$ cat src/rtl/pfx_scan.sv
// pfx_scan: Blelloch (up-sweep / down-sweep) prefix scan over a V_LEN vector,
// exclusive or inclusive per vector, with widened results, total and overflow.
module pfx_scan #(
  parameter int IWIDTH = 8,
  parameter int OWIDTH = 8,
  parameter int V_LEN  = 16
) (
  input  logic                    clk,
  input  logic                    rst_n,
  input  logic                    in_valid,
  output logic                    in_ready,
  input  logic                    in_inclusive,
  input  logic [V_LEN*IWIDTH-1:0] ivec,
  output logic                    out_valid,
  input  logic                    out_ready,
  output logic [V_LEN*OWIDTH-1:0] ovec,
  output logic [OWIDTH-1:0]       total,
  output logic                    ovf
);
  localparam int L    = $clog2(V_LEN);
  localparam int LVLW = (L > 1) ? $clog2(L) : 1;

  typedef enum logic [2:0] {IDLE, UP, CLEAR, DOWN, FIX, OUT} state_t;

  state_t            state_q, state_d;
  logic [LVLW-1:0]   level_q, level_d;
  logic [OWIDTH-1:0] x_q    [V_LEN];
  logic [OWIDTH-1:0] x_d    [V_LEN];
  logic [IWIDTH-1:0] orig_q [V_LEN];
  logic [IWIDTH-1:0] orig_d [V_LEN];
  logic [OWIDTH-1:0] ovec_q [V_LEN];
  logic [OWIDTH-1:0] ovec_d [V_LEN];
  logic [OWIDTH-1:0] total_q, total_d;
  logic              incl_q, incl_d;
  logic              acc_q, acc_d;
  logic              ovf_q, ovf_d;
  logic              in_ready_q, in_ready_d;
  logic              out_valid_q, out_valid_d;
  logic [L-1:0]      lo_c, hi_c;
  logic [OWIDTH:0]   sum_c;

  always_ff @(posedge clk or negedge rst_n) begin
    if (!rst_n) begin
      state_q     <= IDLE;
      level_q     <= '0;
      total_q     <= '0;
      incl_q      <= 1'b0;
      acc_q       <= 1'b0;
      ovf_q       <= 1'b0;
      in_ready_q  <= 1'b1;
      out_valid_q <= 1'b0;
      for (int k = 0; k < V_LEN; k++) begin
        x_q[k]    <= '0;
        orig_q[k] <= '0;
        ovec_q[k] <= '0;
      end
    end else begin
      state_q     <= state_d;
      level_q     <= level_d;
      total_q     <= total_d;
      incl_q      <= incl_d;
      acc_q       <= acc_d;
      ovf_q       <= ovf_d;
      in_ready_q  <= in_ready_d;
      out_valid_q <= out_valid_d;
      x_q         <= x_d;
      orig_q      <= orig_d;
      ovec_q      <= ovec_d;
    end
  end

  always_comb begin
    state_d     = state_q;
    level_d     = level_q;
    total_d     = total_q;
    incl_d      = incl_q;
    acc_d       = acc_q;
    ovf_d       = ovf_q;
    in_ready_d  = in_ready_q;
    out_valid_d = out_valid_q;
    x_d         = x_q;
    orig_d      = orig_q;
    ovec_d      = ovec_q;
    lo_c        = '0;
    hi_c        = '0;
    sum_c       = '0;
    case (state_q)
      IDLE: begin
        if (in_valid && in_ready_q) begin
          for (int k = 0; k < V_LEN; k++) begin
            x_d[k]    = OWIDTH'(ivec[k*IWIDTH +: IWIDTH]);
            orig_d[k] = ivec[k*IWIDTH +: IWIDTH];
          end
          incl_d     = in_inclusive;
          acc_d      = 1'b0;
          level_d    = '0;
          in_ready_d = 1'b0;
          state_d    = UP;
        end
      end
      UP: begin
        // Any partial-sum carry implies the true total overflows, and vice versa.
        for (int d = 0; d < L; d++) begin
          if (level_q == LVLW'(d)) begin
            for (int p = 0; p < (V_LEN >> (d + 1)); p++) begin
              lo_c  = L'(p * (2 << d) + (1 << d) - 1);
              hi_c  = L'(p * (2 << d) + (2 << d) - 1);
              sum_c = {1'b0, x_q[lo_c]} + {1'b0, x_q[hi_c]};
              x_d[hi_c] = sum_c[OWIDTH-1:0];
              acc_d     = acc_d | sum_c[OWIDTH];
            end
          end
        end
        if (level_q == LVLW'(L - 1)) state_d = CLEAR;
        else                         level_d = level_q + 1'b1;
      end
      CLEAR: begin
        total_d        = x_q[V_LEN-1];
        x_d[V_LEN-1]   = '0;
        ovf_d          = acc_q;
        level_d        = LVLW'(L - 1);
        state_d        = DOWN;
      end
      DOWN: begin
        for (int d = 0; d < L; d++) begin
          if (level_q == LVLW'(d)) begin
            for (int p = 0; p < (V_LEN >> (d + 1)); p++) begin
              lo_c      = L'(p * (2 << d) + (1 << d) - 1);
              hi_c      = L'(p * (2 << d) + (2 << d) - 1);
              x_d[lo_c] = x_q[hi_c];
              x_d[hi_c] = x_q[lo_c] + x_q[hi_c];
            end
          end
        end
        if (level_q == '0) state_d = FIX;
        else               level_d = level_q - 1'b1;
      end
      FIX: begin
        for (int k = 0; k < V_LEN; k++)
          ovec_d[k] = x_q[k] + (incl_q ? OWIDTH'(orig_q[k]) : '0);
        out_valid_d = 1'b1;
        state_d     = OUT;
      end
      OUT: begin
        if (out_ready) begin
          out_valid_d = 1'b0;
          in_ready_d  = 1'b1;
          state_d     = IDLE;
        end
      end
      default: state_d = IDLE;
    endcase
  end

  for (genvar gi = 0; gi < V_LEN; gi++) begin : g_pack
    assign ovec[gi*OWIDTH +: OWIDTH] = ovec_q[gi];
  end

  assign in_ready  = in_ready_q;
  assign out_valid = out_valid_q;
  assign total     = total_q;
  assign ovf       = ovf_q;
endmodule
$ cat config.mk
export PLATFORM = sky130hd
export DESIGN_NAME = pfx_scan
export DESIGN_NICKNAME = d
export VERILOG_FILES = /design/src/rtl/pfx_scan.sv
export SDC_FILE = /design/constraint.sdc
export NUM_CORES = 1
export LEC_CHECK = 0
export ABC_AREA = 1
export ABC_CLOCK_PERIOD_IN_PS = 4790
export CORE_ASPECT_RATIO = 0.6
export CORE_MARGIN = 3
export CORE_UTILIZATION = 64
export DETAILED_ROUTE_END_ITERATION = 8
export GPL_ROUTABILITY_DRIVEN = 1
export PLACE_DENSITY = 0.95
export SLEW_MARGIN = 30
export SYNTH_ARGS = -nofsm -noshare
export SYNTH_HDL_FRONTEND = slang
export SYNTH_SLANG_ARGS = --single-unit
$ cat constraint.sdc
create_clock -name clk -period 4.79 [get_ports clk]
set_input_delay 0.7185 -clock clk [delete_from_list [all_inputs] [get_ports clk]]
set_output_delay 0.7185 -clock clk [all_outputs]
set_load 0.05 [all_outputs]
==> impl_metrics.yaml, run 1 <==
cts:
  cts_num_sinks: 402
  maximum_level_of_the_cts_h_tree: 2
  clock_latency_ns: 0.58
  clock_path_buffers: 3
  cts_post_setup_buffers_inserted: 0
  hold_buffers: 0
  clock_tree.root_cell: "clkbuf_16"
  cts_tree: "done"
  clk_pin_slew_ns: 0.07
  cts_resized: 0
  cts_bufs_inserted: 40
synth:
  synthTopCellsByArea: "dfrtp_1 (34%), nand2_1 (16%), ha_1 (11%)"
  yosysUniqueCellTypes: 49
  mappedNetlistNets: 4464
  asyncSetResetFlopFracSynth: 1.00
  synth_top_area_frac: 0.343
  syn_inst: 4032
  postSynthAreaPerCell_sq_um: 7.25
  post_synth_edffs: 0
  yosysWarnings: 0
  ys_dominant_reg_cell: "dfrtp_1"
  yosysTopAreaCell: "dfrtp_1"
  yosys_reg_bits: 402
  synthesis.area_sq_um: 29200
  seq_area_frac_synth: 0.344
timing:
  timing.clock.skew_ns: 0.0190
  finalHoldViolations: 0
  fmax_mhz: 282
  grt_setup_unrepaired: "false"
  timing.final.crit_period_ns: 3.55
  finalSetupViolations: 0
  worst-slew-pin-transition_ns: 0.915
  tns_ns: 0
  timing.max_slew.rel_slack: 0.390
  min_period_over_period: 0.741
  finalMaxSlewViolations: 0
cells_and_area:
  area_growth_pct: 15.4
  finish.net_count: 4659
  drive_above_1_share: 0.0331
  antenna_cells_inserted: 0
  finish.cell_count_without_fillers: 4838
global_routing:
  grt_overflow_total: 0
  grt_start_max_net_pins: 154
  grt_pass1_vias: 28195
  grt_pass1_wl_mm: 156
  antenna_found_initial: 2
  global_route.usage.total: 0.415
min_path:
  min-delay-path-class: "in -> async"
placed_design:
  gp_routability_congestion: 1.02
  dp.cells: 4764
  number_of_port_buffers: 271
  detailedPlacementHpwl_mm: 73.9
worst_setup_path:
  endpoint_kind: "flop"
  timing.setup.critical_path_class: "reg -> reg"
  cells_on_worst_reg2reg_path: 15
  crit_path_max_fanout: 20
  timing.critical_path.from_type: "flop"
  reg2reg_from: "level_q[0]$_DFFE_PN0P_"
  r2r_slack_ns: 1.24
  crit_required_ns: 5.25
  timing.critical_path.arrival_ns: 4.01
  regToRegEndpoint: "x_q[4]$_DFFE_PN0P_"
routing:
  drt_iter0_drc: 4206
  avgViaCountPerCell: 6.19
  detail_route.wirelength_mm: 102
  drt_first_pass_iters: 8
  antenna_left: 0
  detail_route.drc_violations: 0
  route.detailed.wl_per_inst_microns: 21.0
  dr_total_vias: 29967
status:
  status: "finished, final reports clean"
floorplan:
  floorplan.die_area_sq_um: 48300
  initial_core_util: 0.661
  design.portCount: 272
  die_x_microns: 282
  core_region_area_sq_um: 44200
  die_h_microns: 172
  row_count: 59
run:
  number_of_violations_of_the_max_capacitance_limit: 0
[logic make-up after synthesis]
logic type | Yosys count | share of synthesized area
compound gates | 856 | 0.162
flops | 402 | 0.344
buf+inv | 630 | 0.0837
simple gates | 1719 | 0.236
fa+ha+maj | 299 | 0.137
xor+xnor | 126 | 0.0378
[cell usage after synthesis, types with 12 or more instances]
cell / instances
a22oi_1: 17
ha_1: 264
xor2_1: 80
buf_2: 40
nand4_1: 49
inv_1: 471
fa_1: 35
o21ai_0: 391
or2_2: 14
nor2_1: 225
nand2_1: 1252
o211ai_1: 46
dfrtp_1: 401
a21oi_1: 268
o21ai_1: 16
nand3_1: 144
xnor2_1: 46
nor3_1: 13
o21bai_1: 12
a31oi_1: 44
clkbuf_1: 92
[sequential cells by signal (all words and copies together), names as in the netlist, 2 cells and up]
register  count
x_q         128
total         8
level_q       2
ovec        128
orig_q      128
state_q       3
[routing by layer]
layer | part of all wire | wire (microns) | up-vias | global-route usage
met3 | 0.17 | 17200 | 357 | 0.193
met2 | 0.40 | 40300 | 2166 | 0.583
met1 | 0.40 | 40500 | 13867 | 0.573
met4 | 0.036 | 3650 | 4 | 0.123
met5 | 0.00026 | 26 | - | 0
li1 | - | - | 13573 | -
[cell usage in the layout (no fill, tap or decap), types with 7 or more instances in the layout]
master / n
o22ai_1: 8
nor2_1: 225
a21oi_1: 268
clkbuf_1: 7
o21bai_1: 12
nand2_1: 1252
o21ai_1: 15
buf_4: 22
a21o_1: 7
inv_1: 469
inv_2: 11
o211ai_1: 46
xnor2_1: 46
or2_2: 14
a22oi_1: 17
fa_1: 35
dfrtp_1: 400
ha_1: 263
a221oi_1: 10
clkdlybuf4s50_1: 270
o21ai_0: 391
xor2_1: 80
a31oi_1: 44
nand4_1: 49
a41oi_1: 9
nand3_1: 144
nor3_1: 13
clkbuf_16: 40
[worst max path at each step]
stage | from | end | slack [ns] | cells past startpoint
4_1_cts | level_q[0]$_DFFE_PN0P_ | x_q[4]$_DFFE_PN0P_ | 1.38 | 15
2_1_floorplan | level_q[0]$_DFFE_PN0P_ | x_q[4]$_DFFE_PN0P_ | 1.75 | 20
3_3_place_gp | level_q[1]$_DFFE_PN0P_ | x_q[4]$_DFFE_PN0P_ | 1.46 | 18
6_report | level_q[0]$_DFFE_PN0P_ | x_q[4]$_DFFE_PN0P_ | 1.24 | 15
5_1_grt | level_q[0]$_DFFE_PN0P_ | x_q[4]$_DFFE_PN0P_ | 0.99 | 15
3_5_place_dp | level_q[0]$_DFFE_PN0P_ | x_q[4]$_DFFE_PN0P_ | 1.35 | 15
[critical path, stage by stage, from the launching register on]
cell and delay, ns:
dfrtp_1 0.38, ha_1 0.77, inv_1 0.45, o21ai_0 0.40
inv_1 0.11, fa_1 0.43, inv_1 0.08, nand2_1 0.07
a21oi_1 0.16, o21ai_0 0.10, nand2_1 0.07, nor2_1 0.04
nor2_1 0.07, o21ai_0 0.08, a21oi_1 0.14, o21ai_1 0.08
[area by class of cell]
cell class	count	area (sq um)
Multi-Input combinational cell	3000	16700
Fill cell	3167	10500
Sequential cell	402	10100
Timing Repair Buffer	299	3000
Inverter	484	1830
Clock buffer	53	1110
Tap cell	579	724
Clock inverter	21	263
[per-stage QoR]
| stage | area, sq um | hold slack (ns) | worst slack (ns) | util |
|---|---|---|---|---|
| 4_1_cts | 33700 | 0.218 | 1.38 | 0.763 |
| 3_5_place_dp | 32400 | 0.458 | 1.35 | 0.732 |
| 6_report | 33700 | 0.196 | 1.24 | 0.763 |
| 2_1_floorplan | 29200 | 0.423 | 1.75 | - |
| 3_3_place_gp | 32400 | 0.453 | 1.46 | 0.732 |
| 5_1_grt | 33700 | 0.244 | 0.989 | 0.763 |
Power of run 1 is left out: the tool's default activity adds up to more than one toggle a clock period on the data nets, which glitch-free logic cannot reach.
==> inputs of run 2 (changes only) <==
Settings changed: ABC_CLOCK_PERIOD_IN_PS 4790 to 3250, CORE_UTILIZATION 64 to 54, PLACE_DENSITY 0.95 to 0.86.
Clock period 4.79 ns to 3.25 ns, I/O delays scaled along.
==> run 2 against run 1 <==
Clock skew increased by 0.012 ns. Critical endpoint is now x_q[68]$_DFFE_PN0P_. Register-to-register slack worse by 0.91 ns. Global-route usage fell by 6.6 points. Non-clock buffer count grew 39. Wire length down 0.48%. Cell count rose by 3.4%. Clock-buffer cell count rose by 6. Critical path depth grew 2. Sequential share of layout area fell by 0.53 points.
==> impl_metrics.yaml, run 2 (same netlist as run 1, synthesis figures left out) <==
timing:
  grt_setup_unrepaired: "false"
  timing.max_slew.rel_slack: 0.354
  setup_ws_ns: 0.328
  worst-slew-pin-transition_ns: 0.969
  finalSetupViolations: 0
  timing.clock.skew_ns: 0.0314
  timing.final.crit_period_ns: 2.92
  finalHoldViolations: 0
  tns_ns: 0
  finalMaxSlewViolations: 0
  min_period_over_period: 0.899
  fmax_mhz: 342
cells_and_area:
  drive_above_1_share: 0.0419
  area_growth_pct: 17.5
  layout_commonest_cell: "nand2_1"
  finish.net_count: 4700
  finish.cell_count_without_fillers: 5004
  mostFrequentLayoutCells: "nand2_1 (1252), inv_1 (470), dfrtp_1 (400)"
worst_setup_path:
  crit_required_ns: 3.68
  reg2reg_from: "level_q[1]$_DFFE_PN0P_"
  timing.critical_path.from_type: "flop"
  r2r_slack_ns: 0.33
  regToRegEndpoint: "x_q[68]$_DFFE_PN0P_"
  endpoint_kind: "flop"
  timing.critical_path.arrival_ns: 3.36
  timing.setup.critical_path_class: "reg -> reg"
  crit_path_max_fanout: 22
  cells_on_worst_reg2reg_path: 17
min_path:
  worst_hold_path_depth: 2
  worst_hold_path.endpoint: "orig_q[58]$_DFFE_PN0P_"
  min-delay-path-class: "reg -> reg"
  hold_path.startpoint: "orig_q[58]$_DFFE_PN0P_"
routing:
  detail_route.wirelength_mm: 101
  drt_first_pass_iters: 6
  antenna_left: 0
  route.top_layer_used: "met5"
  dr_total_vias: 29262
  route.detailed.wl_per_inst_microns: 20.2
  drt_iter0_drc: 3949
  detail_route.drc_violations: 0
  detailroute.wirelength.met2_mm: 39.8
  met3RoutedLength_mm: 14.7
  avgViaCountPerCell: 5.85
  m1_wl_mm: 43.6
placed_design:
  dp.cells: 4926
  post-place-ws_ns: 0.349
  number_of_port_buffers: 271
  detailedPlacementHpwl_mm: 76.5
  gp_routability_congestion: 1.06
global_routing:
  grt_pass1_vias: 27102
  grt_start_max_net_pins: 123
  antenna_found_initial: 1
  grt_pass1_wl_mm: 155
  global_route.usage.total: 0.350
  grt_overflow_total: 0
floorplan:
  die_h_microns: 186
  initial_core_util: 0.551
  die_x_microns: 306
  core_region_area_sq_um: 53000
  floorplan.die_area_sq_um: 57000
  design.portCount: 272
  row_count: 65
run:
  number_of_violations_of_the_max_capacitance_limit: 0
cts:
  maximum_level_of_the_cts_h_tree: 2
  clock_tree.root_cell: "clkbuf_16"
  cts_tree: "done"
  clock_path_buffers: 3
  clk_pin_slew_ns: 0.06
  cts_bufs_inserted: 42
  cts_num_sinks: 402
  clock_latency_ns: 0.59
status:
  status: "finished, final reports clean"
==> run 2: stage by stage <==
stage,instance area [sq um],hold WS [ns],util
final,34300,0.469,0.648
after CTS,34300,0.474,0.647
after global placement,32900,0.453,0.621
after global routing,34300,0.487,0.648
after detailed placement,32900,0.458,0.621
after floorplan,29200,0.192,-
==> run 2: repair_timing <==
action / 4_1_cts / 5_1_grt
setup buffers: 0 / 0
endpoints found under the hold margin: 67 / 0
resized for setup: 0 / 3
setup endpoints to repair: 0 / 1
hold buffers: 1 / 0
==> run 2: how the worst max path moves through the flow <==
stage	from	slack [ns]	end	depth (start not counted)
after floorplan	level_q[0]$_DFFE_PN0P_	0.21	x_q[4]$_DFFE_PN0P_	20
after global placement	level_q[0]$_DFFE_PN0P_	0.43	x_q[7]$_DFFE_PN0P_	17
after detailed placement	level_q[1]$_DFFE_PN0P_	0.35	x_q[4]$_DFFE_PN0P_	19
after CTS	level_q[1]$_DFFE_PN0P_	0.35	x_q[4]$_DFFE_PN0P_	19
after global routing	level_q[1]$_DFFE_PN0P_	0.03	x_q[4]$_DFFE_PN0P_	19
final	level_q[1]$_DFFE_PN0P_	0.33	x_q[68]$_DFFE_PN0P_	17
==> run 2: final cells by class <==
cell class,instances,area (sq um)
Fill cell,4607,18700
Multi-Input combinational cell,3000,16700
Sequential cell,402,10100
Timing Repair Buffer,338,3410
Inverter,484,1820
Clock buffer,59,1180
Tap cell,703,880
Clock inverter,17,223
Antenna cell,1,2.50
==> run 2: per-layer routing <==
metal  track usage  vias to the layer above
li1              -                    13666
met1         0.513                    13626
met2         0.487                     1743
met3         0.124                      225
met4        0.0966                        2
met5       0.00481                        -
==> run 2: critical path, cell delays in order, from the launching register on <==
cell and delay, ns:
dfrtp_1 0.40, inv_1 0.12, ha_2 0.26, inv_1 0.10, buf_4 0.24, a21oi_1 0.14, o21ai_0 0.08, o21ai_0 0.10
ha_1 0.22, inv_1 0.06, fa_1 0.38, nor2_1 0.16, o21ai_0 0.10, nand2_1 0.08, xnor2_1 0.11, nand2_1 0.06
o21ai_0 0.07, a31oi_1 0.10
Power of run 2 is left out for the same reason.
